### src/rtl/multicycle_control.sv
// Multi-cycle control FSM for the reduced RISC-V core: sequences FETCH/DECODE/EXEC/MEM/WB
// over a single shared memory port, traps illegal opcodes and counts retired instructions.
module multicycle_control #(
    parameter int ADDRESS_WIDTH = 32,
    parameter int CNT_WIDTH     = 32
) (
    input  logic                     clk,
    input  logic                     rst_n,
    input  logic [ADDRESS_WIDTH-1:0] instr,
    input  logic                     EQ,
    input  logic                     mem_ready,
    output logic                     InstrRead,
    output logic                     IRWrite,
    output logic                     MemRead,
    output logic                     MemWrite,
    output logic                     RegWrite,
    output logic [2:0]               ALUctrl,
    output logic                     ALUsrc,
    output logic [1:0]               ImmSrc,
    output logic                     PCWrite,
    output logic                     PCsrc,
    output logic                     illegal,
    output logic                     retire,
    output logic [CNT_WIDTH-1:0]     instret
);

    typedef enum logic [2:0] {
        FETCH  = 3'd0,
        DECODE = 3'd1,
        EXEC   = 3'd2,
        MEM    = 3'd3,
        WB     = 3'd4,
        TRAP   = 3'd5
    } state_t;

    localparam logic [6:0] OP_ADDI = 7'b0010011;
    localparam logic [6:0] OP_BNE  = 7'b1100011;
    localparam logic [6:0] OP_LW   = 7'b0000011;
    localparam logic [6:0] OP_SW   = 7'b0100011;
    localparam logic [CNT_WIDTH-1:0] CNT_ONE = 1;

    state_t               state;
    logic [6:0]           opcode_q;
    logic [2:0]           fn3_q;
    logic                 illegal_q;
    logic [CNT_WIDTH-1:0] count_q;
    logic                 is_addi, is_bne, is_lw, is_sw;
    logic                 decode_legal;
    logic                 unused_instr_bits;

    assign unused_instr_bits = ^{instr[ADDRESS_WIDTH-1:15], instr[11:7]};

    // Operation held for EXEC/MEM/WB comes only from the copy latched in DECODE.
    assign is_addi = (opcode_q == OP_ADDI) && (fn3_q == 3'b000);
    assign is_bne  = (opcode_q == OP_BNE)  && (fn3_q == 3'b001);
    assign is_lw   = (opcode_q == OP_LW)   && (fn3_q == 3'b010);
    assign is_sw   = (opcode_q == OP_SW)   && (fn3_q == 3'b010);

    assign decode_legal = ((instr[6:0] == OP_ADDI) && (instr[14:12] == 3'b000)) ||
                          ((instr[6:0] == OP_BNE)  && (instr[14:12] == 3'b001)) ||
                          ((instr[6:0] == OP_LW)   && (instr[14:12] == 3'b010)) ||
                          ((instr[6:0] == OP_SW)   && (instr[14:12] == 3'b010));

    always_ff @(posedge clk) begin
        if (!rst_n) begin
            state     <= FETCH;
            opcode_q  <= '0;
            fn3_q     <= '0;
            illegal_q <= 1'b0;
            count_q   <= '0;
        end else begin
            if (retire)
                count_q <= count_q + CNT_ONE;
            case (state)
                FETCH:
                    if (mem_ready)
                        state <= DECODE;
                DECODE: begin
                    opcode_q <= instr[6:0];
                    fn3_q    <= instr[14:12];
                    if (decode_legal) begin
                        state <= EXEC;
                    end else begin
                        state     <= TRAP;
                        illegal_q <= 1'b1;
                    end
                end
                EXEC:
                    if (is_addi)
                        state <= WB;
                    else if (is_bne)
                        state <= FETCH;
                    else if (is_lw || is_sw)
                        state <= MEM;
                    else
                        state <= TRAP;
                MEM:
                    if (mem_ready)
                        state <= is_lw ? WB : FETCH;
                WB:
                    state <= FETCH;
                TRAP:
                    state <= TRAP;
                default:
                    state <= FETCH;
            endcase
        end
    end

    // Strobes are decoded from state and the latched op; a low rst_n silences all of them at once.
    always_comb begin
        InstrRead = 1'b0;
        IRWrite   = 1'b0;
        MemRead   = 1'b0;
        MemWrite  = 1'b0;
        RegWrite  = 1'b0;
        ALUctrl   = 3'b000;
        ALUsrc    = 1'b0;
        ImmSrc    = 2'b00;
        PCWrite   = 1'b0;
        PCsrc     = 1'b0;
        retire    = 1'b0;
        if (rst_n) begin
            case (state)
                FETCH: begin
                    InstrRead = 1'b1;
                    IRWrite   = mem_ready;
                end
                EXEC: begin
                    if (is_bne) begin
                        ALUctrl = 3'b001;
                        ImmSrc  = 2'b10;
                        PCWrite = 1'b1;
                        PCsrc   = EQ;
                        retire  = 1'b1;
                    end else if (is_addi || is_lw || is_sw) begin
                        ALUsrc = 1'b1;
                        ImmSrc = is_sw ? 2'b01 : 2'b00;
                    end
                end
                MEM: begin
                    ALUsrc   = 1'b1;
                    ImmSrc   = is_sw ? 2'b01 : 2'b00;
                    MemRead  = is_lw;
                    MemWrite = is_sw;
                    if (is_sw && mem_ready) begin
                        PCWrite = 1'b1;
                        retire  = 1'b1;
                    end
                end
                WB: begin
                    RegWrite = 1'b1;
                    PCWrite  = 1'b1;
                    retire   = 1'b1;
                end
                default: ;
            endcase
        end
    end

    assign illegal = rst_n & illegal_q;
    assign instret = rst_n ? count_q : '0;

endmodule

### config.mk
export PLATFORM = sky130hd
export DESIGN_NAME = multicycle_control
export DESIGN_NICKNAME = d
export VERILOG_FILES = /design/src/rtl/multicycle_control.sv
export SDC_FILE = /design/constraint.sdc
export NUM_CORES = 1
export LEC_CHECK = 0
export ABC_CLOCK_PERIOD_IN_PS = 4600
export CAP_MARGIN = 20
export CORE_ASPECT_RATIO = 0.75
export CORE_MARGIN = 2
export CORE_UTILIZATION = 45
export CTS_BUF_LIST = sky130_fd_sc_hd__clkbuf_4
export DETAILED_ROUTE_END_ITERATION = 6
export GPL_ROUTABILITY_DRIVEN = 0
export GPL_TIMING_DRIVEN = 0
export PLACE_DENSITY = 0.78
export SLEW_MARGIN = 20
export SYNTH_ARGS = -nofsm -noshare
export SYNTH_HDL_FRONTEND = slang
export SYNTH_SLANG_ARGS = --single-unit
### constraint.sdc
create_clock -name clk -period 4.6 [get_ports clk]
set_input_delay 0.46 -clock clk [delete_from_list [all_inputs] [get_ports clk]]
set_output_delay 0.46 -clock clk [all_outputs]
set_load 0.02 [all_outputs]
==> results of run 1 <==
[synth_stat cells, types with 3 or more instances]
| cell | count | area share |
|---|---|---|
| o31ai_1 | 9 | 0.026 |
| o2111ai_1 | 6 | 0.020 |
| mux2i_1 | 12 | 0.046 |
| mux2_2 | 3 | 0.013 |
| nand4_1 | 4 | 0.0096 |
| or4_1 | 10 | 0.029 |
| xor2_1 | 3 | 0.010 |
| a31oi_1 | 3 | 0.0072 |
| a21oi_1 | 21 | 0.040 |
| and3_1 | 4 | 0.0096 |
| nor4_1 | 3 | 0.0072 |
| xnor2_1 | 4 | 0.013 |
| nor3_1 | 11 | 0.021 |
| inv_1 | 10 | 0.014 |
| or3_1 | 10 | 0.024 |
| buf_4 | 3 | 0.0086 |
| nand3_1 | 7 | 0.013 |
| nand2b_1 | 5 | 0.012 |
| nand2_1 | 18 | 0.026 |
| clkbuf_1 | 12 | 0.017 |
| o21a_1 | 6 | 0.017 |
| nor2_1 | 37 | 0.053 |
| and2_1 | 32 | 0.077 |
| dfxtp_1 | 46 | 0.35 |
| buf_1 | 3 | 0.0043 |
| o21ai_0 | 14 | 0.027 |
| buf_2 | 4 | 0.0077 |
[metal layers]
layer / vias to the layer above / share of wire / global-route usage
li1: 1283 / - / -
met1: 1201 / 0.50 / 0.293
met2: 80 / 0.45 / 0.320
met3: 4 / 0.042 / 0.0334
met4: 0 / 0.0057 / 0.0498
met5: - / 0 / 0
[kinds of logic (layout without fill, tap and decap cells)]
logic type | after synthesis | after routing
mux | 15 | 15
simple gates | 156 | 156
flops | 46 | 46
xor+xnor | 7 | 7
compound gates | 66 | 66
fa+ha+maj | 1 | 1
buf+inv | 32 | 98
other cells | 1 | 2
[through the flow]
stage | total power, mW | util
finish | 0.687 | 0.611
global route | 0.720 | 0.611
CTS | 0.691 | 0.611
global placement | 0.501 | 0.601
detailed placement | 0.503 | 0.601
floorplan | 0.470 | -
[cell type report]
class	instances	area (um^2)	share of cell area
Clock inverter	2	8.76	0.00262
Buffer	22	98.8	0.0296
Inverter	10	37.5	0.0112
Multi-Input combinational cell	247	1550	0.465
Sequential cell	46	921	0.276
Timing Repair Buffer	58	581	0.174
Tap cell	75	93.8	0.0281
Clock buffer	6	45.0	0.0135
[worst paths after layout]
| check | depth (start not counted) | slack (ns) | end |
|---|---|---|---|
| max | 7 | 1.34 | retire |
| min | 2 | 0.49 | count_q[31]$_SDFFE_PN0P_ |
| max reg2reg | 8 | 2.07 | count_q[31]$_SDFFE_PN0P_ |
| min reg2reg | 2 | 0.49 | count_q[31]$_SDFFE_PN0P_ |
[power breakdown]
part,internal [mW],switching (mW),leakage (nW)
sequential,0.407,0.00607,0.373
clock,0.0636,0.129,0.0331
combinational,0.0346,0.0478,0.781
total,0.505,0.183,1.19
[flip-flops by register name (all words and copies together), names as in the netlist]
name,flops
state,3
opcode_q,7
illegal_q,1
fn3_q,3
count_q,32
[critical path: cells and delay by family (launching register included)]
family | cells | cell delay [ns]
flops | 1 | 0.34
simple gates | 5 | 1.37
buf+inv | 2 | 0.71
[layout by cell type (no fill, tap or decap), types with 2 or more instances in the layout]
master,netlist,final
dfxtp_1,46,46
nand3_1,7,7
o21bai_1,2,2
or3_1,10,10
a21oi_1,21,21
inv_1,10,10
a31oi_1,3,3
and2_1,32,32
nor4_1,3,3
nand2b_1,5,5
xor2_1,3,3
o31ai_1,9,9
conb_1,1,2
buf_1,3,3
nand4_1,4,4
buf_2,4,4
clkdlybuf4s50_1,0,58
buf_4,3,3
nand4_2,2,2
xnor2_1,4,4
nor3_4,2,2
nand2_1,18,18
clkbuf_1,12,12
o21a_1,6,6
nor3_1,11,11
o21ai_0,14,14
and3_1,4,4
or4_1,10,10
o2111ai_1,6,6
mux2i_1,12,12
mux2_2,3,3
clkbuf_4,0,6
nor2_1,37,37
nor4b_1,2,2
==> flow_summary.json, run 1 <==
{
  "outcome": "complete, no violations",
  "dp_hpwl_um": 4860,
  "skew_ns": 0.0137,
  "synth_edf_count": 0,
  "crit_fanout": 9,
  "avgSynthCellArea_um2": 8.05,
  "crit_start": "opcode_q[2]$_SDFFE_PN0N_",
  "clkSinkCount": 46,
  "finish.net_count": 427,
  "ys.warnings.count": 0,
  "cpMaxStageDelayCell": "clkdlybuf4s50_1",
  "num_rows": 23,
  "synth.ff_latch_count": 46,
  "grt_usage": 0.204,
  "muxShareOfSynthArea": 0.0590,
  "relSlewSlack": 0.556,
  "grt_pass1_vias": 2381,
  "hold_viol": 0,
  "synth_fa_ha_area_frac": 0.00480,
  "start_util": 0.477,
  "synth-compound-area-share": 0.165,
  "fmax_mhz": 307,
  "drive_gt1_frac": 0.0665,
  "grt_max_degree": 14,
  "post_cts_buffers": 0,
  "slowest_delay_ns": 0.58,
  "stdcell_count": 466,
  "setup_viol": 0,
  "cts_root_buffer": "clkbuf_4",
  "synth-seq-area-share": 0.353,
  "portBuffers": 58,
  "critical_path.most_common_cell": "nor2_1",
  "antenna_left": 0,
  "worst_ep_required_time_ns": 4.14,
  "maxCapViolCount": 0,
  "grt_setup_unrepaired": "no",
  "cts.clk_slew.worst_paths_ns": 0.14,
  "fin_crit_ns": 3.26,
  "critPathCaptureType": "primary output",
  "synth_top_family_by_area": "simple AND/OR/NAND/NOR gates",
  "cts_resized": 0,
  "cts_tree": "done",
  "wl_per_cell_um": 14.0,
  "drt-total-wl_um": 6530,
  "synthXorXnorAreaFrac": 0.0235,
  "worstPathCellList": "nor2_1 -> nand4_2 -> nor3_4 -> nor2_1 -> nor2_1 -> buf_4 -> clkdlybuf4s50_1",
  "via_per_inst": 5.51,
  "place_area_um2": 3290,
  "fin_area_um2": 3340,
  "insertion_delay_ns": 0.36,
  "setup_slack_ns": 1.34,
  "die_area_um2": 6430,
  "drv_slew": 0,
  "tightest_slew_ns": 0.666,
  "synthSimpleGateAreaFrac": 0.341,
  "dp.cells": 458,
  "p_leak_nw": 1.19,
  "io_pins": 83,
  "cts_hold_buf": 0,
  "fillCellCount": 494,
  "post-route-drc-count": 0,
  "first_iter_violations": 189,
  "crit_type": "reg2out",
  "vias": 2568,
  "die_w_um": 91.9,
  "synth_async_sr_flop_share": 0,
  "startpoint_type": "flip-flop",
  "htreeDepth": 2,
  "grt_pass1_wl_um": 10800,
  "drtPass1Iterations": 4,
  "hold_class": "reg2reg",
  "antenna_found_initial": 0,
  "numCtsBuffers": 5,
  "min_from": "count_q[31]$_SDFFE_PN0P_",
  "cts.path.max_buffers": 2,
  "overflow": 0,
  "syn_inst": 324,
  "post-route-period-util": 0.709,
  "synthFlopType": "dfxtp_1",
  "fp.dieH_um": 69.9,
  "whs_ns": 0.490,
  "worstPathArrival_ns": 2.80,
  "power_density_nw_per_um2": 206,
  "setup_tns_ns": 0,
  "antenna_cells": 0,
  "synth_cell_types": 47,
  "synth.cell_area_um2": 2610,
  "regToRegStartpoint": "opcode_q[2]$_SDFFE_PN0N_",
  "peakVddDrop_v": 0.000166,
  "dp_slack_ns": 1.49,
  "coreArea_um2": 5470,
  "area_growth_pct": 28.1
}
No activity file was read; power rests on OpenSTA's default activity.
==> run 2, diff against run 1 <==
--- a/config.mk
+++ b/config.mk
@@ -5,11 +5,11 @@
 export SDC_FILE = /design/constraint.sdc
 export NUM_CORES = 1
 export LEC_CHECK = 0
-export ABC_CLOCK_PERIOD_IN_PS = 4600
+export ABC_CLOCK_PERIOD_IN_PS = 2600
 export CAP_MARGIN = 20
 export CORE_ASPECT_RATIO = 0.75
 export CORE_MARGIN = 2
-export CORE_UTILIZATION = 45
+export CORE_UTILIZATION = 43
 export CTS_BUF_LIST = sky130_fd_sc_hd__clkbuf_4
 export DETAILED_ROUTE_END_ITERATION = 6
 export GPL_ROUTABILITY_DRIVEN = 0
==> constraint.sdc (replaced) <==
create_clock -name clk -period 2.6 [get_ports clk]
set_input_delay 0.26 -clock clk [delete_from_list [all_inputs] [get_ports clk]]
set_output_delay 0.26 -clock clk [all_outputs]
set_load 0.02 [all_outputs]
==> run 2 against run 1 <==
Compared with the run above:
- final area is 1.6% higher
- via count fell by 0.19%
- total power up 89%
- critical path type unchanged
- sequential power is 77% higher
- utilization down 2.8 points
- first-iteration DRC count is 13% lower
==> flow_summary.json, run 2 (same netlist as run 1, synthesis figures left out) <==
{
  "final_cell_mix": "clkdlybuf4s50_1, dfxtp_1, nor2_1, and2_1, a21oi_1",
  "peakVddDrop_v": 0.000258,
  "htreeDepth": 2,
  "worst_ep_required_time_ns": 2.34,
  "whs_ns": 0.493,
  "wl_per_cell_um": 13.9,
  "grt_usage": 0.202,
  "cts_tree": "done",
  "post-route-drc-count": 0,
  "largest_reg_flops": 32,
  "p_leak_nw": 1.30,
  "critPathTopFamily": "simple AND/OR/NAND/NOR gates",
  "outcome": "complete, no violations",
  "critical_path.most_common_cell": "nor2_1",
  "drv_slew": 0,
  "cts_root_buffer": "clkbuf_4",
  "grt_pass1_wl_um": 10800,
  "die_area_um2": 6710,
  "via_per_inst": 5.45,
  "skew_ns": 0.0151,
  "place_area_um2": 3290,
  "finish.net_count": 429,
  "antenna_cells": 0,
  "grt_pass1_vias": 2285,
  "path_buf_inv": 2,
  "die_w_um": 93.9,
  "finalPower_mw": 1.30,
  "cts_hold_buf": 0,
  "overflow": 0,
  "cpMaxStageDelayCell": "dfxtp_1",
  "fillCellCount": 529,
  "startpoint_type": "flip-flop",
  "drive_gt1_frac": 0.0918,
  "fmax_mhz": 406,
  "cts.clk_slew.worst_paths_ns": 0.13,
  "post-route-period-util": 0.946,
  "portBuffers": 58,
  "insertion_delay_ns": 0.37,
  "numCtsBuffers": 5,
  "antenna_left": 0,
  "worstPathArrival_ns": 2.20,
  "fin_util": 0.582,
  "fin_area_um2": 3390,
  "maxCapViolCount": 0,
  "relSlewSlack": 0.563,
  "grt_setup_unrepaired": "no",
  "first_iter_violations": 165,
  "dp_hpwl_um": 4840,
  "crit_fanout": 5,
  "area_growth_pct": 30.1,
  "crit_type": "reg2out",
  "num_rows": 24,
  "fp.dieH_um": 71.4,
  "top_regs": "count_q x32, opcode_q x7",
  "setup_viol": 0,
  "clkSinkCount": 46,
  "fin_crit_ns": 2.46,
  "grt_max_degree": 14,
  "worstPathCellList": "and4b_1 -> nand4b_2 -> o31ai_4 -> nor2_1 -> nor2_1 -> buf_4 -> clkdlybuf4s15_1",
  "coreArea_um2": 5830,
  "mostFrequentLayoutCell": "clkdlybuf4s50_1",
  "stdcell_count": 470,
  "hold_viol": 0,
  "cts.path.max_buffers": 2,
  "antenna_found_initial": 0,
  "critPathCaptureType": "primary output",
  "hold_class": "reg2reg",
  "drtPass1Iterations": 5,
  "slowest_delay_ns": 0.37,
  "tightest_slew_ns": 0.655,
  "start_util": 0.448,
  "io_pins": 83,
  "drt-total-wl_um": 6550,
  "top_register": "count_q",
  "vias": 2563,
  "power_density_nw_per_um2": 383,
  "dp.cells": 461
}
==> run 2: cell types whose count changed in the layout (fill, tap and decap cells not counted), moves of 2 or more <==
cell / change
clkdlybuf4s50_1: -10
clkbuf_2: +4
dlygate4sd2_1: +6
buf_1: -2
buf_4: +2
clkbuf_1: -2
dlymetal6s2s_1: +3
==> run 2: path summary, 6_finish.rpt <==
path,start,endpoint,slack (ns),cells after the start
max,opcode_q[4]$_SDFFE_PN0N_,retire,0.14,7
min,illegal_q$_SDFFE_PN0P_,illegal_q$_SDFFE_PN0P_,0.49,2
min reg2reg,illegal_q$_SDFFE_PN0P_,illegal_q$_SDFFE_PN0P_,0.49,2
max reg2reg,opcode_q[4]$_SDFFE_PN0N_,count_q[13]$_SDFFE_PN0P_,0.18,8
==> run 2: metrics by stage <==
| stage | setup TNS (ns) | setup WS [ns] |
|---|---|---|
| after global routing | 0 | 0.00415 |
| after detailed placement | -1.03 | -0.118 |
| after global placement | -0.424 | -0.0640 |
| after CTS | 0 | 0.000899 |
| after floorplan | 0 | 0.443 |
| final | 0 | 0.140 |
==> run 2: repair_timing <==
action                                  CTS  global route
pin swaps                                 2             0
gates cloned                              0             0
buffers inserted                          2             0
endpoints found under the setup margin   19             9
resized for setup                         9            11
==> run 2: area by class of cell <==
class | count | area, um^2 | share of cell area
clock inverters | 2 | 33.8 | 0.00996
multi-input cells | 247 | 1570 | 0.461
flip-flops and latches | 46 | 922 | 0.272
plain buffers | 22 | 104 | 0.0306
well taps | 78 | 97.6 | 0.0288
repair buffers | 60 | 596 | 0.176
inverters | 10 | 37.5 | 0.0111
clock buffers | 5 | 37.5 | 0.0111
==> run 2: worst reg2reg max path: stages (launching register included) <==
cell and delay (ns):
dfxtp_1 0.37, and4b_1 0.30, nand4b_2 0.21, o31ai_4 0.28, buf_4 0.19, o21ai_1 0.14
buf_2 0.23, nor3_1 0.25, mux2_2 0.36
==> run 2: where the power goes <==
part	leakage (nW)	switching [mW]	internal, mW
Combinational	0.890	0.0839	0.0625
Clock	0.0387	0.227	0.195
Sequential	0.373	0.0106	0.720
Total	1.30	0.322	0.977
==> run 2: per-layer routing <==
metal / track usage / routed length [um]
met1: 0.290 / 3060
met2: 0.313 / 3030
met3: 0.0421 / 425
met4: 0.0483 / 27
met5: 0 / 0
==> run 3, diff against run 2 <==
--- a/config.mk
+++ b/config.mk
@@ -9,12 +9,12 @@
 export CAP_MARGIN = 20
 export CORE_ASPECT_RATIO = 0.75
 export CORE_MARGIN = 2
-export CORE_UTILIZATION = 43
+export CORE_UTILIZATION = 40
 export CTS_BUF_LIST = sky130_fd_sc_hd__clkbuf_4
 export DETAILED_ROUTE_END_ITERATION = 6
 export GPL_ROUTABILITY_DRIVEN = 0
 export GPL_TIMING_DRIVEN = 0
-export PLACE_DENSITY = 0.78
+export PLACE_DENSITY = 0.73
 export SLEW_MARGIN = 20
 export SYNTH_ARGS = -nofsm -noshare
 export SYNTH_HDL_FRONTEND = slang
==> run 3 against run 2 <==
Compared with the run above:
- clock-buffer cell count increased by 2
- register-to-register slack about the same
- sequential share of layout area increased by 0.050 points
- clock power increased by 9.0%
- final cell count increased by 0.85%
- largest power group unchanged
==> flow_summary.json, run 3 (same netlist as run 1, synthesis figures left out) <==
{
  "switching_share": 0.247,
  "maxCapViolCount": 0,
  "fin_crit_ns": 2.41,
  "portBuffers": 58,
  "start_util": 0.413,
  "min_path_cells": 2,
  "htreeDepth": 2,
  "drtPass1Iterations": 4,
  "regToRegSetupSlack_ns": 0.19,
  "cts_tree": "done",
  "antenna_found_initial": 0,
  "fmax_mhz": 415,
  "hold_viol": 0,
  "relSlewSlack": 0.569,
  "whs_ns": 0.491,
  "startpoint_type": "flip-flop",
  "largest_reg_flops": 32,
  "grt_pass1_vias": 2372,
  "cts.clk_slew.worst_paths_ns": 0.14,
  "setup_viol": 0,
  "mostFrequentLayoutCell": "clkdlybuf4s50_1",
  "hold_class": "reg2reg",
  "regArea_um2": 922,
  "seqPwrFrac": 0.546,
  "stdcell_count": 474,
  "dp_hpwl_um": 4870,
  "grt_setup_unrepaired": "no",
  "drt-total-wl_um": 6570,
  "tightest_slew_ns": 0.646,
  "multi_input_area_um2": 1560,
  "fillCellCount": 596,
  "top_register": "count_q",
  "min_from": "count_q[31]$_SDFFE_PN0P_",
  "insertion_delay_ns": 0.37,
  "grt_usage": 0.185,
  "place_area_um2": 3290,
  "vias": 2540,
  "crit_fanout": 10,
  "outcome": "complete, no violations",
  "fp.dieH_um": 73.9,
  "regToRegStartpoint": "state[0]$_SDFFE_PN0P_",
  "worstHoldEndpoint": "count_q[31]$_SDFFE_PN0P_",
  "crit_type": "reg2reg",
  "regToRegEndpoint": "count_q[21]$_SDFFE_PN0P_",
  "skew_ns": 0.0146,
  "area_growth_pct": 29.9,
  "worstPathArrival_ns": 2.69,
  "overflow": 0,
  "grt_pass1_wl_um": 10800,
  "rr_worst_depth": 10,
  "first_iter_violations": 135,
  "post-route-drc-count": 0,
  "cellInternalPower_mw": 1.01,
  "p_leak_nw": 1.28,
  "wl_per_cell_um": 13.9,
  "cts_hold_buf": 0,
  "power_switching_mw": 0.330,
  "cts_root_buffer": "clkbuf_4",
  "numCtsBuffers": 5,
  "critPathCaptureType": "flip-flop",
  "antenna_cells": 0,
  "die_w_um": 97.2,
  "peakVddDrop_v": 0.000281,
  "top_regs": "count_q x32, opcode_q x7",
  "finish.net_count": 429,
  "dp.cells": 464,
  "antenna_left": 0,
  "final_cell_mix": "clkdlybuf4s50_1, dfxtp_1, nor2_1, and2_1, a21oi_1",
  "drive_gt1_frac": 0.0941,
  "via_per_inst": 5.36,
  "coreArea_um2": 6320,
  "cts.path.max_buffers": 2,
  "drv_slew": 0,
  "pwr-share-comb": 0.109,
  "fin_area_um2": 3390,
  "clkSinkCount": 46,
  "worst_ep_required_time_ns": 2.89,
  "num_rows": 25,
  "post-route-period-util": 0.926,
  "clockPowerShare": 0.344,
  "grt_max_degree": 14,
  "io_pins": 83,
  "power_density_nw_per_um2": 395,
  "die_area_um2": 7190
}
## run 3: changes by cell type in the layout (fill, tap and decap cells not counted), sizes merged
cell / before / now
clkbuf: 19 / 21
buf: 10 / 12
dlygate4sd2: 6 / 7
dlymetal6s2s: 3 / 1
clkdlybuf4s15: 1 / 0
clkinv: 1 / 0
## run 3: timing repair
item                       in CTS  in global routing
setup buffers                   2                  0
setup endpoints to repair      19                 26
pin swaps                       2                  0
resized for setup              11                  8
## run 3: area by class of cell
type,instances,share of cell area
buffer,22,0.0303
sequential,46,0.272
clock inverter,1,0.00887
timing repair buffer,60,0.172
multi-input combinational,247,0.460
inverter,10,0.0111
tap,81,0.0299
clock buffer,7,0.0155
## run 3: worst max-delay path by stage
stage,cells past startpoint,from,endpoint
final,10,state[0]$_SDFFE_PN0P_,count_q[21]$_SDFFE_PN0P_
after floorplan,6,state[2]$_SDFFE_PN0P_,PCsrc
after CTS,6,state[2]$_SDFFE_PN0P_,ALUsrc
after global placement,7,rst_n,retire
after global routing,9,opcode_q[4]$_SDFFE_PN0N_,count_q[17]$_SDFFE_PN0P_
after detailed placement,5,rst_n,instret[0]
## run 3: power groups by stage
| stage | registers, mW | logic (mW) | clock network, mW |
|---|---|---|---|
| after floorplan | 0.742 | 0.0892 | 0 |
| after global placement | 0.745 | 0.142 | 0 |
| after detailed placement | 0.745 | 0.144 | 0 |
| after CTS | 0.730 | 0.145 | 0.461 |
| after global routing | 0.733 | 0.161 | 0.489 |
| final | 0.731 | 0.146 | 0.460 |
## run 3: stage by stage
stage               worst slack, ns  utilization  TNS (ns)  total power [mW]
finish                        0.192        0.536         0              1.34
global route                0.00310        0.536         0              1.38
CTS                         0.00767        0.535         0              1.34
detailed placement          -0.0674        0.521    -0.311             0.889
global placement            -0.0655        0.521    -0.570             0.887
floorplan                     0.443            -         0             0.831
## run 3: layer usage
layer | vias to the layer above | GRT usage | part of all wire
met3 | 15 | 0.0352 | 0.056
li1 | 1285 | - | -
met2 | 84 | 0.301 | 0.43
met5 | - | 0 | 0
met1 | 1156 | 0.256 | 0.49
met4 | 0 | 0.0540 | 0.017
## run 3: worst max-delay path, stage by stage (launching register included)
cell and delay (ns):
dfxtp_1 0.35, buf_2 0.23, inv_1 0.14, nand3b_1 0.15, o31ai_4 0.09, buf_4 0.17, o21ai_1 0.34, buf_2 0.31
buf_2 0.28, nor3_1 0.09, o21a_1 0.17
